===== src/rtl/irq_source_ctrl.sv =====
// rtl/irq_source_ctrl.sv - level/edge interrupt source controller feeding the CP0 interrupt inputs
// Synchronises device requests, latches/masks them and freezes the presented vector while exl is high.
module irq_source_ctrl #(
  parameter int NSRC        = 6,
  parameter int SYNC_STAGES = 2
) (
  input  logic            clk,
  input  logic            rst,
  input  logic [NSRC-1:0] src_irq,
  input  logic            exl,
  input  logic            we,
  input  logic [1:0]      addr,
  input  logic [31:0]     wd,
  output logic [31:0]     rd,
  output logic [NSRC-1:0] int_out,
  output logic            busy
);

  typedef enum logic [1:0] {
    IDLE    = 2'd0,
    ASSERT  = 2'd1,
    SERVICE = 2'd2
  } state_t;

  state_t          state, state_nx;
  logic [NSRC-1:0] sync_q [SYNC_STAGES];
  logic [NSRC-1:0] synced, sync_dly, rise;
  logic [NSRC-1:0] pending, enable, mode, snapshot;
  logic [NSRC-1:0] req, w1c, int_nx, snap_nx;
  logic            exl_q, exl_rise, exl_fall;
  logic [2:0]      snap_idx;
  logic            wd_unused;

  assign wd_unused = ^wd[31:NSRC];

  always_ff @(posedge clk or posedge rst) begin
    if (rst) begin
      for (int k = 0; k < SYNC_STAGES; k++) sync_q[k] <= '0;
      sync_dly <= '0;
    end else begin
      sync_q[0] <= src_irq;
      for (int k = 1; k < SYNC_STAGES; k++) sync_q[k] <= sync_q[k-1];
      sync_dly <= sync_q[SYNC_STAGES-1];
    end
  end

  assign synced = sync_q[SYNC_STAGES-1];
  assign rise   = synced & ~sync_dly;
  assign w1c    = (we && addr == 2'd0) ? wd[NSRC-1:0] : '0;
  assign req    = pending & enable;

  // Edge bits: a same-cycle rising edge beats the W1C; level bits just follow the synced line.
  always_ff @(posedge clk or posedge rst) begin
    if (rst) begin
      pending <= '0;
      enable  <= '0;
      mode    <= '0;
      exl_q   <= 1'b0;
    end else begin
      pending <= (mode & ((pending & ~w1c) | rise)) | (~mode & synced);
      if (we && addr == 2'd1) enable <= wd[NSRC-1:0];
      if (we && addr == 2'd2) mode   <= wd[NSRC-1:0];
      exl_q <= exl;
    end
  end

  assign exl_rise = exl & ~exl_q;
  assign exl_fall = ~exl & exl_q;

  always_ff @(posedge clk or posedge rst) begin
    if (rst) begin
      state    <= IDLE;
      int_out  <= '0;
      snapshot <= '0;
    end else begin
      state    <= state_nx;
      int_out  <= int_nx;
      snapshot <= snap_nx;
    end
  end

  always_comb begin
    state_nx = state;
    int_nx   = int_out;
    snap_nx  = snapshot;
    case (state)
      IDLE: begin
        int_nx = req;
        if (|req) state_nx = ASSERT;
      end
      ASSERT: begin
        if (exl_rise) begin
          snap_nx  = int_out;
          state_nx = SERVICE;
        end else begin
          int_nx = req;
          if (!(|req) && !exl) state_nx = IDLE;
        end
      end
      SERVICE: begin
        // Presented vector stays frozen until the handler leaves exception level.
        if (exl_fall) begin
          int_nx   = req;
          state_nx = IDLE;
        end
      end
      default: state_nx = IDLE;
    endcase
  end

  assign busy = (state == SERVICE);

  always_comb begin
    snap_idx = 3'd7;
    for (int i = 0; i < NSRC; i++) begin
      if (snapshot[i]) snap_idx = i[2:0];
    end
  end

  always_comb begin
    rd = '0;
    case (addr)
      2'd0: rd[NSRC-1:0] = pending;
      2'd1: rd[NSRC-1:0] = enable;
      2'd2: rd[NSRC-1:0] = mode;
      default: begin
        rd[2:0]        = snap_idx;
        rd[8]          = busy;
        rd[16 +: NSRC] = snapshot;
      end
    endcase
  end

endmodule

===== config.mk =====
export PLATFORM = sky130hd
export DESIGN_NAME = irq_source_ctrl
export DESIGN_NICKNAME = d
export VERILOG_FILES = /design/src/rtl/irq_source_ctrl.sv
export SDC_FILE = /design/constraint.sdc
export NUM_CORES = 1
export LEC_CHECK = 0
export ABC_CLOCK_PERIOD_IN_PS = 4300
export BUFFER_PORTS_ARGS = -buffer_cell sky130_fd_sc_hd__buf_2
export CAP_MARGIN = 10
export CORE_MARGIN = 4
export CORE_UTILIZATION = 40
export CTS_CLUSTER_DIAMETER = 30
export DETAILED_ROUTE_END_ITERATION = 7
export PLACE_DENSITY = 0.68
export SLEW_MARGIN = 15
export SYNTH_ARGS = -nofsm -noshare
export SYNTH_HDL_FRONTEND = slang
export SYNTH_SLANG_ARGS = --single-unit

===== constraint.sdc =====
create_clock -name clk -period 4.3 [get_ports clk]
set_clock_uncertainty 0.1 [all_clocks]
set_input_delay 1.29 -clock clk [delete_from_list [all_inputs] [get_ports clk]]
set_output_delay 1.29 -clock clk [all_outputs]
set_load 0.05 [all_outputs]

; Word-level counts from Yosys, hierarchy flattened
; Index checks and enable logic that the tools add are counted.
; W data, S select, Z words.
[word_totals]
ff_bits = 51
in_bits = 44
out_inout_bits = 39
word_cells = 65
[classes]
n_eq_ne = 8
mux = 19
bitwise = 14
reduce_logical = 14
[op_table]
columns = cell, count
row1 = $and A6 B6 Y6, 5
row2 = $mux W6, 4
row3 = $mux W3, 6
row4 = $not A6 Y6, 3
row5 = $pmux W3 S3, 2
row6 = $pmux W6 S3, 1
row7 = $or A6 B6 Y6, 2
row8 = $mux W2, 4
row9 = $pmux W2 S3, 1
row10 = $reduce_and A3 Y1, 2
row11 = $reduce_or A6 Y1, 1
row12 = $eq A2 B1 Y1 const B, 2
row13 = $eq A2 B2 Y1 const B, 2
row14 = $logic_and A1 B1 Y1, 4
row15 = $logic_not A2 Y1, 2
row16 = $ne A2 B2 Y1 const B, 2
row17 = $ne A3 B3 Y1 const B, 1
row18 = $reduce_bool A3 Y1, 1
row19 = $reduce_or A3 Y1, 1
row20 = $and A1 B1 Y1, 2
row21 = $logic_not A1 Y1, 2
row22 = $ne A2 B1 Y1 const B, 1
row23 = $not A1 Y1, 2
row24 = $reduce_and A2 Y1, 1
row25 = $mux W1, 1

; Depth between registers and ports, before layout
[logic_depth]
word_depth = 8
mapped_depth = 5
mapped_depth_nobuf = 4

; Worst setup path after synthesis
; No wires, ideal clock.
[synth_timing]
path_type = in2out
from = input port addr[0]
to = output port rd[2]
t_arrival_ns = 2.971
required_time_ns = 2.910
setup_slack_ns = -0.061
cell_stages = 3
n_path_buf = 1
cell_sequence = buf_2 > and2b_2 > a221oi_1
[synth_via]
elab_chain_len = 2
elab_cells_between_ends = 4
cone_classes = eq/ne: 2 / mux: 1 / reduce/logical: 1
[synth_rtl]
columns = element, line_no
row1 = from (decl), 12  ; input logic [1:0] addr,
row2 = "$eq A2 B2 Y1, or another cell as far along", 122  ; case (addr)
row3 = $pmux W3 S3 (*), 122
row4 = to (decl), 14  ; output logic [31:0] rd,
; Every way passes the cells marked *; elsewhere a longest branch is shown, timed or not.

; Final worst setup path
[layout_timing]
from = input port addr[0]
to = output port rd[1]
; Same word-level chain as after synthesis.

==> flow_metrics.env <==
export IMPL_irDropWorstVdd_mv=0.253
export IMPL_synth_top_area_cell="dfrtp_1"
export IMPL_p_total_uw=1430
export IMPL_crit_required_ns=2.91
export IMPL_cts_tree="built"
export IMPL_grt_pass1_vias=1336
export IMPL_htreeDepth=2
export IMPL_dp_cells=286
export IMPL_ys_seq_area_frac=0.579
export IMPL_rows=26
export IMPL_cts_resized=0
export IMPL_die_area_um2=6760
export IMPL_drt_iter0_markers=76
export IMPL_finalCritPeriodShare=0.900
export IMPL_syn_instance_count=182
export IMPL_dr_pass1_iters=4
export IMPL_arrival_ns=2.48
export IMPL_synth_top_area_share=0.579
export IMPL_met1_usage=0.183
export IMPL_final_nets=267
export IMPL_critical_path_class="input pin to output port"
export IMPL_synth_top_family_by_area="multiplexers"
export IMPL_routed_wl_um=4040
export IMPL_die_y_um=82.2
export IMPL_leakage_uw=0.00123
export IMPL_viasPerCell=4.73
export IMPL_pin_count=83
export IMPL_synthMuxAreaShare=0.145
export IMPL_antenna_found_initial=0
export IMPL_status="completed"
export IMPL_vias=1391
export IMPL_routabilityCongestion=0.779
export IMPL_cp_end_kind="output port"
export IMPL_path_max_fanout=11
export IMPL_synth_edff_count=0
export IMPL_slew_headroom=0.435
export IMPL_crit_slowest_cell="nor3_1"
export IMPL_cpPeakStageDelay_ns=0.34
export IMPL_clkTransAtPathRegs_ns=0.08
export IMPL_fmax_mhz=258
export IMPL_cts_sink_count=51
export IMPL_yosys_area_share_simple=0.111
export IMPL_netlist_top_cells_count="51 x dfrtp_1, 24 x nand2_1, 19 x buf_4, 17 x mux2_2, 10 x inv_1"
export IMPL_top_usage_layer="met2"
export IMPL_setup_tns_ns=0
export IMPL_yosysMostFrequentCell="dfrtp_1"
export IMPL_fin_cells=294
export IMPL_grt_pass1_wl_um=6730
export IMPL_ant_nets=0
export IMPL_cts_root_buf="clkbuf_8"
export IMPL_start_util=0.421
export IMPL_layout_drive_gt1_share=0.317
export IMPL_io_buffers=37
export IMPL_synth_adder_area_share=0
export IMPL_wl_per_cell_um=13.8
export IMPL_timing_hold_ws_ns=0.250
export IMPL_synth_warnings=0
export IMPL_drv_cap=0
export IMPL_diodes=0
export IMPL_powerDensity_nw_per_um2=572
export IMPL_holdBufCountCts=0
export IMPL_synth_xor_xnor_area_share=0
export IMPL_worstSkewPairLatency_ns=0.30
export IMPL_core_um2=5240
export IMPL_clk_path_buf_depth=2
export IMPL_setup_viol=0
export IMPL_area_growth_syn_to_layout_pct=13.4
export IMPL_synthFlopType="dfrtp_1"
export IMPL_met3_usage=0.0401
export IMPL_start_kind="input pin"
export IMPL_overflow=0
export IMPL_hold_violations=0
export IMPL_ys_top_cells_by_area="dfrtp_1 58%, mux2_2 8.7%, buf_4 6.5%, mux2i_1 4.1%, nand2_1 4.1%"
export IMPL_grtUsageTotal=0.133
export IMPL_slew_viol_final=0
export IMPL_grt_max_degree=52
export IMPL_die_w_um=82.2
export IMPL_synth_area_per_cell_um2=12.1
export IMPL_use_met2=0.204
export IMPL_rsz0062_at_grt="no"
export IMPL_min_path_type="flop to flop"
export IMPL_syn_area_um2=2200
export IMPL_crit_top_cell="buf_2"
export IMPL_ys_ff_latch=51
export IMPL_worst_pin_slew_ns=0.847
export IMPL_period_minus_slack_ns=3.87
export IMPL_synth_compound_area_frac=0.0698
export IMPL_cts_buffers=5
export IMPL_ys_types=35
export IMPL_async_reset_ff_frac=1.00
export IMPL_post_cts_buffers=0
export IMPL_crit_path_cell_trace="buf_2 -> nand2_1 -> nor3_1 -> a221o_1 -> buf_2"
export IMPL_route_detailed_drc=0
export IMPL_hpwl_um=3040
[layout by cell type (no fill, tap or decap), drive strengths merged, types with 2 or more instances in the layout]
master / count
dfrtp: 51
buf: 39
nand2: 25
conb: 19
mux2: 18
inv: 9
mux2i: 9
clkbuf: 8
nor2: 7
a32o: 6
o21ai: 5
and3: 5
nor2b: 3
a21oi: 2
and2b: 2
nor3: 2
[worst max-delay path: cells and delay by family]
kind	cells	cell delay, ns
AO/OA/AOI/OAI	1	0.22
buffers and inverters	2	0.47
AND/OR/NAND/NOR	2	0.49
[per-layer routing]
layer / wire (µm) / vias to the layer above
li1: - / 665
met4: 44 / 0
met1: 1850 / 673
met3: 274 / 5
met2: 1870 / 48
met5: 0 / -
[flip-flops by register name, indices dropped and copies added, names as in the netlist]
| signal | flops |
|---|---|
| mode | 6 |
| snapshot | 6 |
| synced | 6 |
| enable | 6 |
| exl_q | 1 |
| state | 2 |
| sync_dly | 6 |
| sync_q | 6 |
| int_out | 6 |
| pending | 6 |
[metrics by stage]
| stage | worst slack (ns) | cell area [µm²] | util |
|---|---|---|---|
| global placement | 0.416 | 2400 | 0.458 |
| global route | 0.262 | 2500 | 0.477 |
| detailed placement | 0.424 | 2400 | 0.458 |
| finish | 0.430 | 2500 | 0.477 |
| CTS | 0.423 | 2500 | 0.477 |
| floorplan | 0.0974 | 2280 | - |
[final timing paths]
| path | end | cells past startpoint | slack, ns | from |
|---|---|---|---|---|
| worst min-delay path | synced[0]$_DFF_PP0_ | 0 | 0.25 | sync_q[6]$_DFF_PP0_ |
| worst max register to register | int_out[5]$_DFFE_PP0P_ | 4 | 2.69 | exl_q$_DFF_PP0_ |
| min in group asynchronous | mode[1]$_DFFE_PP0P_ | 2 | 1.03 | rst |
| max in group asynchronous | int_out[5]$_DFFE_PP0P_ | 2 | 2.57 | rst |
| worst max-delay path | rd[1] | 5 | 0.43 | addr[0] |
| worst min register to register | synced[0]$_DFF_PP0_ | 0 | 0.25 | sync_q[6]$_DFF_PP0_ |
[layout make-up]
| class | count | area (µm²) |
|---|---|---|
| fillers | 521 | 2740 |
| repair buffers | 39 | 200 |
| well taps | 70 | 87.6 |
| clock buffers | 8 | 100 |
| flip-flops and latches | 51 | 1280 |
| inverters | 10 | 38.8 |
| multi-input cells | 116 | 796 |
[logic make-up after synthesis]
kind of cell | Yosys count
compound gates | 20
buf+inv | 33
other cells | 1
flops | 51
simple gates | 49
mux | 28
[power by group]
part | total, µW | internal [µW] | switching (µW) | leakage, µW
Clock | 290 | 147 | 143 | 0.0000515
Combinational | 480 | 154 | 327 | 0.000564
Sequential | 659 | 575 | 83.8 | 0.000612
Total | 1430 | 876 | 553 | 0.00123
Note: power is estimated with default switching activity, not from simulation.
